<file path="src/rtl/instr_pack.sv">
// Shared constants and types for the 9-bit CPU fetch path.
// The CPU top, instr_memory and fetch_ctrl all size themselves from here.
package instr_pack;

    localparam int PC_W      = 10;
    localparam int LUT_DEPTH = 16;
    localparam int LUT_IDX_W = $clog2(LUT_DEPTH);
    localparam int CNT_W     = 16;

    typedef enum logic [1:0] {
        IDLE = 2'd0,
        RUN  = 2'd1,
        DONE = 2'd2
    } fetch_state_t;

endpackage

</file>
<file path="src/rtl/fetch_ctrl_jump_lut.sv">
// Jump-target table: synchronous write, combinational read, async clear.
// A same-cycle write and read of one entry returns the old contents.
module jump_lut #(
    parameter  int DEPTH  = 16,
    parameter  int DATA_W = 10,
    localparam int IDX_W  = $clog2(DEPTH)
) (
    input  logic              clk,
    input  logic              rst_n,
    input  logic              i_we,
    input  logic [IDX_W-1:0]  i_waddr,
    input  logic [DATA_W-1:0] i_wdata,
    input  logic [IDX_W-1:0]  i_raddr,
    output logic [DATA_W-1:0] o_rdata
);

    logic [DEPTH-1:0][DATA_W-1:0] r_mem;

    always_ff @(posedge clk or negedge rst_n) begin
        if (!rst_n) begin
            r_mem <= '0;
        end else if (i_we) begin
            r_mem[i_waddr] <= i_wdata;
        end
    end

    assign o_rdata = r_mem[i_raddr];

endmodule

</file>
<file path="src/rtl/fetch_ctrl.sv">
// Program sequencer: owns the PC, runs on start until halt or PC wrap,
// branches through the jump LUT and counts RUN cycles (saturating).
module fetch_ctrl #(
    parameter  int PC_W      = instr_pack::PC_W,
    parameter  int LUT_DEPTH = instr_pack::LUT_DEPTH,
    parameter  int CNT_W     = instr_pack::CNT_W,
    localparam int LUT_IDX_W = $clog2(LUT_DEPTH)
) (
    input  logic                 clk,
    input  logic                 rst_n,
    input  logic                 start,
    input  logic                 stall,
    input  logic                 halt,
    input  logic                 branch_en,
    input  logic [LUT_IDX_W-1:0] branch_idx,
    input  logic                 lut_we,
    input  logic [LUT_IDX_W-1:0] lut_waddr,
    input  logic [PC_W-1:0]      lut_wdata,
    output logic [PC_W-1:0]      pc,
    output logic                 busy,
    output logic                 done,
    output logic                 overrun,
    output logic [CNT_W-1:0]     cycles
);

    import instr_pack::*;

    fetch_state_t         r_state;
    logic [PC_W-1:0]      r_pc;
    logic [CNT_W-1:0]     r_cycles;
    logic                 r_busy;
    logic                 r_done;
    logic                 r_ov;

    logic [PC_W-1:0]      w_target;
    logic                 w_pc_max;
    logic                 w_cnt_max;
    logic [CNT_W-1:0]     w_cycles_inc;

    jump_lut #(
        .DEPTH  (LUT_DEPTH),
        .DATA_W (PC_W)
    ) u_lut (
        .clk     (clk),
        .rst_n   (rst_n),
        .i_we    (lut_we),
        .i_waddr (lut_waddr),
        .i_wdata (lut_wdata),
        .i_raddr (branch_idx),
        .o_rdata (w_target)
    );

    assign w_pc_max     = &r_pc;
    assign w_cnt_max    = &r_cycles;
    assign w_cycles_inc = w_cnt_max ? r_cycles : r_cycles + CNT_W'(1);

    always_ff @(posedge clk or negedge rst_n) begin
        if (!rst_n) begin
            r_state  <= IDLE;
            r_pc     <= '0;
            r_cycles <= '0;
            r_busy   <= 1'b0;
            r_done   <= 1'b0;
            r_ov     <= 1'b0;
        end else begin
            case (r_state)
                IDLE, DONE: begin
                    if (start) begin
                        r_state  <= RUN;
                        r_pc     <= '0;
                        r_cycles <= '0;
                        r_busy   <= 1'b1;
                        r_done   <= 1'b0;
                        r_ov     <= 1'b0;
                    end
                end
                RUN: begin
                    // Decoder flags are only meaningful when the datapath is not holding.
                    if (stall) begin
                        r_cycles <= w_cycles_inc;
                    end else if (halt) begin
                        r_state <= DONE;
                        r_busy  <= 1'b0;
                        r_done  <= 1'b1;
                        r_ov    <= 1'b0;
                    end else if (branch_en) begin
                        r_pc     <= w_target;
                        r_cycles <= w_cycles_inc;
                    end else if (w_pc_max) begin
                        r_state <= DONE;
                        r_busy  <= 1'b0;
                        r_done  <= 1'b1;
                        r_ov    <= 1'b1;
                    end else begin
                        r_pc     <= r_pc + PC_W'(1);
                        r_cycles <= w_cycles_inc;
                    end
                end
                default: begin
                    r_state <= IDLE;
                    r_pc    <= '0;
                    r_busy  <= 1'b0;
                    r_done  <= 1'b0;
                    r_ov    <= 1'b0;
                end
            endcase
        end
    end

    assign pc      = r_pc;
    assign busy    = r_busy;
    assign done    = r_done;
    assign overrun = r_ov;
    assign cycles  = r_cycles;

endmodule

</file>
<file path="config.mk">
export PLATFORM = sky130hd
export DESIGN_NAME = fetch_ctrl
export DESIGN_NICKNAME = d
export VERILOG_FILES = /design/src/rtl/instr_pack.sv /design/src/rtl/fetch_ctrl_jump_lut.sv /design/src/rtl/fetch_ctrl.sv
export SDC_FILE = /design/constraint.sdc
export NUM_CORES = 1
export LEC_CHECK = 0
export ABC_AREA = 1
export CAP_MARGIN = 20
export CORE_UTILIZATION = 60
export CTS_CLUSTER_DIAMETER = 40
export DETAILED_ROUTE_END_ITERATION = 10
export PLACE_DENSITY = 0.87
export SLEW_MARGIN = 20
export SYNTH_ARGS = -nofsm -noshare
export SYNTH_HDL_FRONTEND = slang
export SYNTH_SLANG_ARGS = --single-unit
</file>
<file path="constraint.sdc">
create_clock -name clk -period 2.7 [get_ports clk]
set_input_delay 0.54 -clock clk [delete_from_list [all_inputs] [get_ports clk]]
set_output_delay 0.54 -clock clk [all_outputs]
set_load 0.005 [all_outputs]
</file>
# Yosys cells after proc, flatten, opt, wreduce, memory -nomap -nowiden

Index checks and enable logic that the tools add are counted.

Muxes and demuxes: 39
Reductions and logical operators: 9
$add $sub $neg: 2
Equal/unequal tests: 10
Order comparisons: 3

Operators with widths:

| kind                                                        | count |
|---|---|
| bitwise mux 160 bit                                         | 1 |
| two-way mux 16 bit                                          | 6 |
| two-way mux 10 bit                                          | 7 |
| binary-select mux 10 bit (select 4 bit)                     | 1 |
| demux 10 bit (select 4 bit)                                 | 1 |
| one-hot mux 16 bit (2 select lines)                         | 1 |
| one-hot mux 10 bit (2 select lines)                         | 1 |
| adder 16 x 1 -> 16 bit (second input constant)              | 1 |
| AND reduction 16 bit                                        | 1 |
| two-way mux 1 bit                                           | 12 |
| != test 3 bit (second input constant)                       | 4 |
| AND reduction 4 bit                                         | 3 |
| adder 10 x 1 -> 10 bit (second input constant)              | 1 |
| less-than comparator 4 x 5 -> 1 bit (second input constant) | 2 |
| two-way mux 2 bit                                           | 5 |
| AND reduction 10 bit                                        | 1 |
| != test 2 bit (second input constant)                       | 3 |
| one-hot mux 1 bit (2 select lines)                          | 3 |
| >= comparator 4 x 1 -> 1 bit (second input constant)        | 1 |
| != test 4 bit (second input constant)                       | 1 |
| one-hot mux 2 bit (2 select lines)                          | 1 |
| equality test 2 x 1 -> 1 bit (second input constant)        | 1 |
| equality test 2 bit (second input constant)                 | 1 |
| logical NOT 2 bit                                           | 1 |
| 3 further kinds                                             | 3 |

Logic and storage cells: 85
Bits of input ports: 25
Output and inout port bits: 29
Register bits after elaboration: 191

# Depth between registers and ports, before layout

Gate-level depths: netlist (run 1).

Depth in word-level cells: 7
Depth in mapped cells: 12
Mapped depth without buffers: 11

# Cells and area by module

From an unflattened synthesis (run 1), not the netlist that was laid out.

Cells, all modules: 1,368
Area total of the unflattened synthesis: 10,173.5 µm²

By module, submodules not included:

| module     | cells each | times used | area each (µm²) | sequential area each (µm²) |
|---|---|---|---|---|
| jump_lut   | 1,064      | 1          | 8,200.4         | 4,003.8 |
| fetch_ctrl | 304        | 1          | 1,973.1         | 725.7 |

# Least setup slack after synthesis (run 1)

Ideal clock, no wire load.

Path kind: flip-flop to flip-flop
Start: register r_cycles[0] (netlist: cycles[0])
End: register r_cycles[2] (netlist: cycles[2])
Period minus slack after synthesis: 1.643 ns
Data required time: 2.577 ns
Arrival: 1.520 ns
Buffers on the path: 1
Setup time: 0.123 ns
Stages on the path, launching flop included: 11
Slack: 1.057 ns
Cell sequence: dfrtp_1 ha_1 nand2_1 nor2_1 nand2_1 nor2_2 o21ai_1 nand3_4 buf_12 nand2_2 o21ai_2

Word-level cells in the longest chain between the ends: 7
Elaborated cells between the ends (all ways): 8
Classes of those cells: add/sub: 1; mux: 6; reduce/logical: 1

RTL lines:

| element                                                        | RTL line                           | RTL |
|---|---|---|
| start, declared                                                | fetch_ctrl.sv:30                   | `logic [CNT_W-1:0] r_cycles;` |
| start signal, assigned                                         | fetch_ctrl.sv:80                   | `r_cycles <= w_cycles_inc;` |
| start signal, assigned                                         | fetch_ctrl.sv:88                   | `r_cycles <= w_cycles_inc;` |
| start signal, assigned                                         | fetch_ctrl.sv:96                   | `r_cycles <= w_cycles_inc;` |
| adder 16 x 1 -> 16 bit or AND reduction 16 bit (tied branches) | fetch_ctrl.sv:55, fetch_ctrl.sv:54 |  |
| two-way mux 16 bit *                                           | fetch_ctrl.sv:55                   | `assign w_cycles_inc = w_cnt_max ? r_cycles : r_cycles + CNT_W'(1);` |
| two-way mux 16 bit                                             | fetch_ctrl.sv:89                   | `end else if (w_pc_max) begin` |
| two-way mux 16 bit                                             | fetch_ctrl.sv:86                   | `end else if (branch_en) begin` |
| two-way mux 16 bit                                             | fetch_ctrl.sv:81                   | `end else if (halt) begin` |
| two-way mux 16 bit *                                           | fetch_ctrl.sv:79                   | `if (stall) begin` |
| one-hot mux 16 bit (2 select lines) *                          | fetch_ctrl.sv:66                   | `case (r_state)` |

Every way passes the cells marked *; elsewhere a longest branch is shown, timed or not. The select of a mux whose other input is x is not followed.
A chain may end at the register's enable or synchronous reset.

# Worst setup path in the final report (run 1)

Start: register r_cycles[0] (netlist: cycles[0])
End: register r_cycles[8] (netlist: cycles[8])

Same word-level chain as after synthesis.

==> flow_summary.ini, run 1 <==
[global_route]
track_usage = 0.3107
grt_antenna_before_repair = 0
globalRoute.totalOverflow = 0
first_global_vias = 7975
grt_pass1_wl_um = 39300
grt_max_degree = 71

[clocking]
ctsHtreeMaxLevel = 4
cts_inserted_buffers = 17
cts.sinks = 190
post_cts.resized_instances = 0
cts_root_buffer = sky130_fd_sc_hd__clkbuf_16
tritoncts_clock_tree = built
path_clk_slew_ns = 0.07
max-clock-path-buffers = 2
post_cts.repair.setup_buffers = 0
cts_hold_buffers = 0
clock_latency_ns = 0.43

[synthesis]
postSynth.topFlopCell = sky130_fd_sc_hd__dfrtp_1
yosysTopAreaCell = sky130_fd_sc_hd__dfrtp_1
synth_top_area_frac = 0.5068
synth_area_per_cell_sq_um = 7.917
synth_sequential_area_ratio = 0.5068
synth-warning-count = 0
post_synthesis_cell_area_sq_mm = 0.009381
mappedNetlistNets = 1212
ys_types = 38
asr_flop_ratio_synth = 1.000
synth_enable_flop_cells = 0
ys_ff_latch = 190
synth_area_leaders = sky130_fd_sc_hd__dfrtp_1, sky130_fd_sc_hd__o21ai_0, sky130_fd_sc_hd__nand2_1
synth_cells = 1185

[finish]
areaGrowthSynthToFinish_pct = 14.02
antennaDiodeCount = 0
post-route-cell-area_sq_mm = 0.01070
finish.net_count = 1237
drive_gt1_frac = 0.09648

[outcome]
status = finished clean

[place]
routability_congestion_estimate_from_global_placement = 0.8656
postPlaceCellArea_sq_mm = 0.01009
place.port_buffers = 53
dpl.hpwl_um = 15380

[drt]
remaining_drc_errors = 0
wirelength_um = 23560
via_count = 8358
final_antenna_violating_net_count = 0
post_drt_via_cell_ratio = 5.828
firstDrtPassIters = 7
initialDrtViolationCount = 925
avgRoutedWirePerCell_um = 16.43

[setup_path]
timing.critical_path.from_type = register
critPathArrivalTime_ns = 2.38
worst-endpoint-required_ns = 3.01
path_max_fanout = 30
timing.setup.critical_path_class = reg2reg
crit_path_end_kind = register

[pwr]
p_leak_nw = 4.909
clockPowerShare = 0.315
power.switching_fraction = 0.3100
p_sw_mw = 2.523
ir_drop_mv = 0.4674
share_seq_of_total_power = 0.469
design_power_total_mw = 8.139
power.share.combinational = 0.216
cellInternalPower_mw = 5.616
power_density_cells_mw_per_mm2 = 760.9

[timing]
fin_worst_skew_ns = 0.006768
worst_slew_margin_rel = 0.4884
top_achievable_clock_speed_ghz = 0.4831
post-route-period-util = 0.7667
fin_crit_ns = 2.070
fin_tns_setup_ns = 0
hold_violations = 0
tightest_slew_ns = 0.7655
setup_repair_after_global_routing_missed_its_margin = false
final_max_slew_viol_count = 0
finalSetupViolCount = 0

[hold_path]
worst_hold_path_type = in2async

[floorplanning]
die-height_um = 127.0
dieWidth_um = 127.0
start_util = 0.6148
placeableCoreArea_sq_mm = 0.01526
die_outline_area_sq_mm = 0.01614
io_pins = 54
floorplan.rows = 45

[flow_run]
max-cap-violations = 0
[registers in the layout (all words and copies together) (netlist names)]
signal	flops
r_state	2
u_lut.r_mem	160
busy	1
pc	10
overrun	1
cycles	16
[power by group through the flow]
| stage | combinational [mW] | sequential, mW | clock (mW) |
|---|---|---|---|
| 3_5_place_dp | 1.74 | 3.85 | 0 |
| 3_3_place_gp | 1.66 | 3.82 | 0 |
| 2_1_floorplan | 1.28 | 3.76 | 0 |
| 4_1_cts | 1.76 | 3.80 | 2.59 |
| 5_1_grt | 2.00 | 3.87 | 2.70 |
| 6_report | 1.76 | 3.81 | 2.57 |
[per-layer routing]
metal / track usage / vias to the layer above / share of wire
li1: - / 3913 / -
met1: 0.4191 / 3946 / 0.41
met2: 0.5097 / 431 / 0.48
met3: 0.04774 / 68 / 0.084
met4: 0.1225 / 0 / 0.027
met5: 0 / - / 0
[worst max-delay path, stage by stage (launching register included)]
cell and delay [ns]:
sky130_fd_sc_hd__dfrtp_1 0.44, sky130_fd_sc_hd__ha_1 0.23, sky130_fd_sc_hd__nand2_1 0.10, sky130_fd_sc_hd__nor2_1 0.08, sky130_fd_sc_hd__nand2_1 0.12, sky130_fd_sc_hd__nor2_2 0.07
sky130_fd_sc_hd__o21ai_1 0.20, sky130_fd_sc_hd__nand3_4 0.44, sky130_fd_sc_hd__nand2_2 0.18, sky130_fd_sc_hd__o21ai_2 0.07
[worst paths after layout]
check	startpoint	to	slack, ns	cells past startpoint
setup / recovery	cycles[0]	cycles[8]	0.63	9
max in group asynchronous	rst_n	u_lut.r_mem[65]	1.86	2
setup reg to reg	cycles[0]	cycles[8]	0.63	9
min in group clk	u_lut.r_mem[0]	u_lut.r_mem[0]	0.48	2
hold reg to reg	u_lut.r_mem[0]	u_lut.r_mem[0]	0.48	2
hold / removal	rst_n	u_lut.r_mem[81]	0.06	1
[cells in the mapped netlist (2+ instances only)]
cell type,instances
sky130_fd_sc_hd__inv_1,80
sky130_fd_sc_hd__nand3_4,3
sky130_fd_sc_hd__o211ai_1,19
sky130_fd_sc_hd__nand2_1,269
sky130_fd_sc_hd__clkbuf_1,50
sky130_fd_sc_hd__o21bai_1,5
sky130_fd_sc_hd__a21oi_1,44
sky130_fd_sc_hd__dfrtp_1,190
sky130_fd_sc_hd__xor2_1,5
sky130_fd_sc_hd__o21ai_2,15
sky130_fd_sc_hd__nand3_1,88
sky130_fd_sc_hd__or2_2,4
sky130_fd_sc_hd__o21ai_0,208
sky130_fd_sc_hd__ha_1,2
sky130_fd_sc_hd__xnor2_1,2
sky130_fd_sc_hd__buf_12,3
sky130_fd_sc_hd__nor2_1,131
sky130_fd_sc_hd__buf_1,2
sky130_fd_sc_hd__inv_2,3
sky130_fd_sc_hd__nand2_2,18
sky130_fd_sc_hd__nor3_1,3
sky130_fd_sc_hd__nand4_1,4
sky130_fd_sc_hd__buf_2,22
[cells by family (layout without fill, tap and decap cells)]
| kind of cell | Yosys count | count (layout) | synth area share |
|---|---|---|---|
| AOI/OAI and AO/OA | 293 | 293 | 0.1690 |
| xor gates and xnor gates | 7 | 7 | 0.006535 |
| adders and majority gates | 2 | 2 | 0.002667 |
| buffers and inverters | 164 | 202 | 0.07455 |
| DFF | 190 | 190 | 0.5068 |
| and+or+nand+nor | 529 | 529 | 0.2405 |
[through the flow]
stage | worst slack, ns | hold slack (ns) | cells | util
after floorplan | 1.057 | 0.2444 | 1185 | -
after global placement | 0.4739 | 0.4597 | 1402 | 0.6612
after detailed placement | 0.4203 | 0.4680 | 1402 | 0.6612
after CTS | 0.6196 | 0.07537 | 1434 | 0.7010
after global routing | 0.4714 | 0.09448 | 1434 | 0.7010
final | 0.6300 | 0.06118 | 1434 | 0.7010
[cell type report]
cell class	count	area (sq um)
Fill cell	1174	4562
Tap cell	211	264.0
Multi-Input combinational cell	831	3934
Clock buffer	19	442.9
Timing Repair Buffer	85	814.5
Inverter	85	321.6
Clock inverter	13	165.2
Sequential cell	190	4755
[placed cells by master, fill, tap and decap left out, types with 2 or more instances in the layout]
master and n:
sky130_fd_sc_hd__a21oi_1 44, sky130_fd_sc_hd__buf_12 4, sky130_fd_sc_hd__buf_2 2, sky130_fd_sc_hd__buf_4 28, sky130_fd_sc_hd__bufinv_16 3, sky130_fd_sc_hd__clkbuf_16 17
sky130_fd_sc_hd__clkbuf_8 2, sky130_fd_sc_hd__clkdlybuf4s50_1 50, sky130_fd_sc_hd__clkinv_2 3, sky130_fd_sc_hd__clkinv_4 5, sky130_fd_sc_hd__dfrtp_1 190, sky130_fd_sc_hd__ha_1 2
sky130_fd_sc_hd__inv_1 80, sky130_fd_sc_hd__inv_2 3, sky130_fd_sc_hd__nand2_1 269, sky130_fd_sc_hd__nand2_2 18, sky130_fd_sc_hd__nand3_1 88, sky130_fd_sc_hd__nand3_4 3
sky130_fd_sc_hd__nand4_1 4, sky130_fd_sc_hd__nor2_1 131, sky130_fd_sc_hd__nor3_1 3, sky130_fd_sc_hd__o211ai_1 19, sky130_fd_sc_hd__o21ai_0 208, sky130_fd_sc_hd__o21ai_2 15
sky130_fd_sc_hd__o21bai_1 5, sky130_fd_sc_hd__or2_2 4, sky130_fd_sc_hd__xnor2_1 2, sky130_fd_sc_hd__xor2_1 5
Power figures use the tool's default switching activity.
==> run 2, diff against run 1 <==
- clock period: 2.7 -> 2 ns (I/O delays scaled with it)
==> run 2 against run 1 <==
Net effect: worst hold slack improved by 0.42 ns; setup slack lost 0.51 ns; critical endpoint is now pc[8]; combinational power up 45%; utilization is 1.6 points higher.
==> flow_summary.ini, run 2 (same netlist as run 1, synthesis figures left out) <==
[global_route]
grt_pass1_wl_um = 40970
track_usage = 0.3272
grt_antenna_before_repair = 0
globalRoute.totalOverflow = 0
grt_max_degree = 67
first_global_vias = 8384

[timing]
tightest_slew_ns = 0.5654
setup_repair_after_global_routing_missed_its_margin = false
fin_worst_skew_ns = 0.007546
finalSetupViolCount = 0
hold_violations = 0
final_max_slew_viol_count = 0
worst_slew_margin_rel = 0.6231
top_achievable_clock_speed_ghz = 0.5313
post-route-period-util = 0.9411
fin_crit_ns = 1.882

[hold_path]
worst_hold_path_type = reg2reg

[drt]
wl_met2_um = 11690
firstDrtPassIters = 6
wirelength_met1_um = 10020
initialDrtViolationCount = 1075
final_antenna_violating_net_count = 0
via_count = 8522
top_layer = met4
avgRoutedWirePerCell_um = 17.00
met3WireLength_um = 1934
post_drt_via_cell_ratio = 5.881
remaining_drc_errors = 0
wirelength_um = 24630

[pwr]
ir_drop_mv = 0.8196
power_density_cells_mw_per_mm2 = 1028
p_leak_nw = 5.021

[floorplanning]
floorplan.rows = 45
die_outline_area_sq_mm = 0.01614
start_util = 0.6148
placeableCoreArea_sq_mm = 0.01526
dieWidth_um = 127.0
io_pins = 54
die-height_um = 127.0

[place]
routability_congestion_estimate_from_global_placement = 0.9258
dp_cells = 1417
place.port_buffers = 53
dpl.hpwl_um = 16240

[setup_path]
worst-endpoint-required_ns = 1.60
cp_top_family = buffers and inverters
path_buf_inv = 1
critPathArrivalTime_ns = 1.48
timing.setup.critical_path_class = reg2out
path_cells = clkdlybuf4s50_1
crit_path_end_kind = output port
path_max_fanout = 5
critical_path.max_stage_delay_ns = 0.55
cpMaxStageDelayCell = sky130_fd_sc_hd__clkdlybuf4s50_1
timing.critical_path.from_type = register

[finish]
layout_commonest_cell = sky130_fd_sc_hd__nand2_1
fillCellCount = 1068
antennaDiodeCount = 0
drive_gt1_frac = 0.1066
areaGrowthSynthToFinish_pct = 16.66
postLayoutCoreUtil = 0.7173
layout.cells.most_common_list = sky130_fd_sc_hd__nand2_1, sky130_fd_sc_hd__o21ai_0, sky130_fd_sc_hd__dfrtp_1
largest_reg_flops = 160
finish.net_count = 1253
largest_register = u_lut.r_mem
stdcell_count = 1449

[clocking]
post_cts.resized_instances = 0
clock_latency_ns = 0.44
path_clk_slew_ns = 0.07
post_cts.repair.setup_buffers = 0
max-clock-path-buffers = 2
cts_hold_buffers = 1
cts_root_buffer = sky130_fd_sc_hd__clkbuf_16
cts_inserted_buffers = 17
tritoncts_clock_tree = built
ctsHtreeMaxLevel = 4
cts.sinks = 190

[outcome]
status = finished clean

[flow_run]
max-cap-violations = 0
run 2: cell count changes in the layout (fill, tap and decap cells not counted), sizes merged:
| cell | change |
|---|---|
| buf | +15 |
| clkbuf | +2 |
| clkinv | -3 |
| clkinvlp | +1 |
| dlygate4sd3 | +1 |
| inv | -1 |
run 2: worst paths after layout:
check | from | endpoint | slack [ns] | depth (start not counted)
hold / removal | u_lut.r_mem[81] | u_lut.r_mem[81] | 0.48 | 2
hold reg to reg | u_lut.r_mem[81] | u_lut.r_mem[81] | 0.48 | 2
max in group asynchronous | rst_n | u_lut.r_mem[109] | 0.81 | 3
setup / recovery | pc[8] | pc[8] | 0.12 | 1
min in group asynchronous | rst_n | u_lut.r_mem[51] | 0.52 | 2
setup reg to reg | pc[0] | pc[8] | 0.15 | 8
run 2: per-stage QoR:
| step | power (mW) | setup slack, ns | hold slack [ns] | area (sq um) | TNS (ns) |
|---|---|---|---|---|---|
| floorplan | 6.806 | 0.3567 | 0.1044 | 9382 | 0 |
| global placement | 7.551 | -0.003484 | 0.4377 | 10330 | -0.003484 |
| detailed placement | 7.703 | -0.02029 | 0.4406 | 10330 | -0.02029 |
| CTS | 11.24 | 0.1263 | 0.4843 | 10940 | 0 |
| global route | 11.82 | 0.0009672 | 0.5035 | 10940 | 0 |
| finish | 11.25 | 0.1178 | 0.4813 | 10940 | 0 |
run 2: area by class of cell:
| cell class | instances | area, sq um | share of cell area |
|---|---|---|---|
| repair buffers | 101 | 1062 | 0.09706 |
| clock inverters | 10 | 137.6 | 0.01258 |
| clock buffers | 21 | 470.5 | 0.04299 |
| flip-flops and latches | 190 | 4755 | 0.4344 |
| inverters | 85 | 321.6 | 0.02938 |
| well taps | 211 | 264.0 | 0.02412 |
| multi-input cells | 831 | 3934 | 0.3594 |
run 2: routing by layer:
metal | up-vias | track usage
met5 | - | 0
met4 | 0 | 0.1709
met3 | 97 | 0.07119
met2 | 450 | 0.5297
met1 | 4044 | 0.4163
li1 | 3931 | -
run 2: where the power goes:
part	internal [mW]	switching (mW)	leakage, nW	total (mW)
clock network	2.06	1.46	0.295	3.52
registers	4.65	0.521	2.39	5.17
logic	1.04	1.52	2.33	2.56
==> run 3, diff against run 2 <==
- CAP_MARGIN: 20 -> 40
- TNS_END_PERCENT: not set -> 1
==> results of run 3 <==
No change in the layout: final DEF, timing and power equal those of run 2.
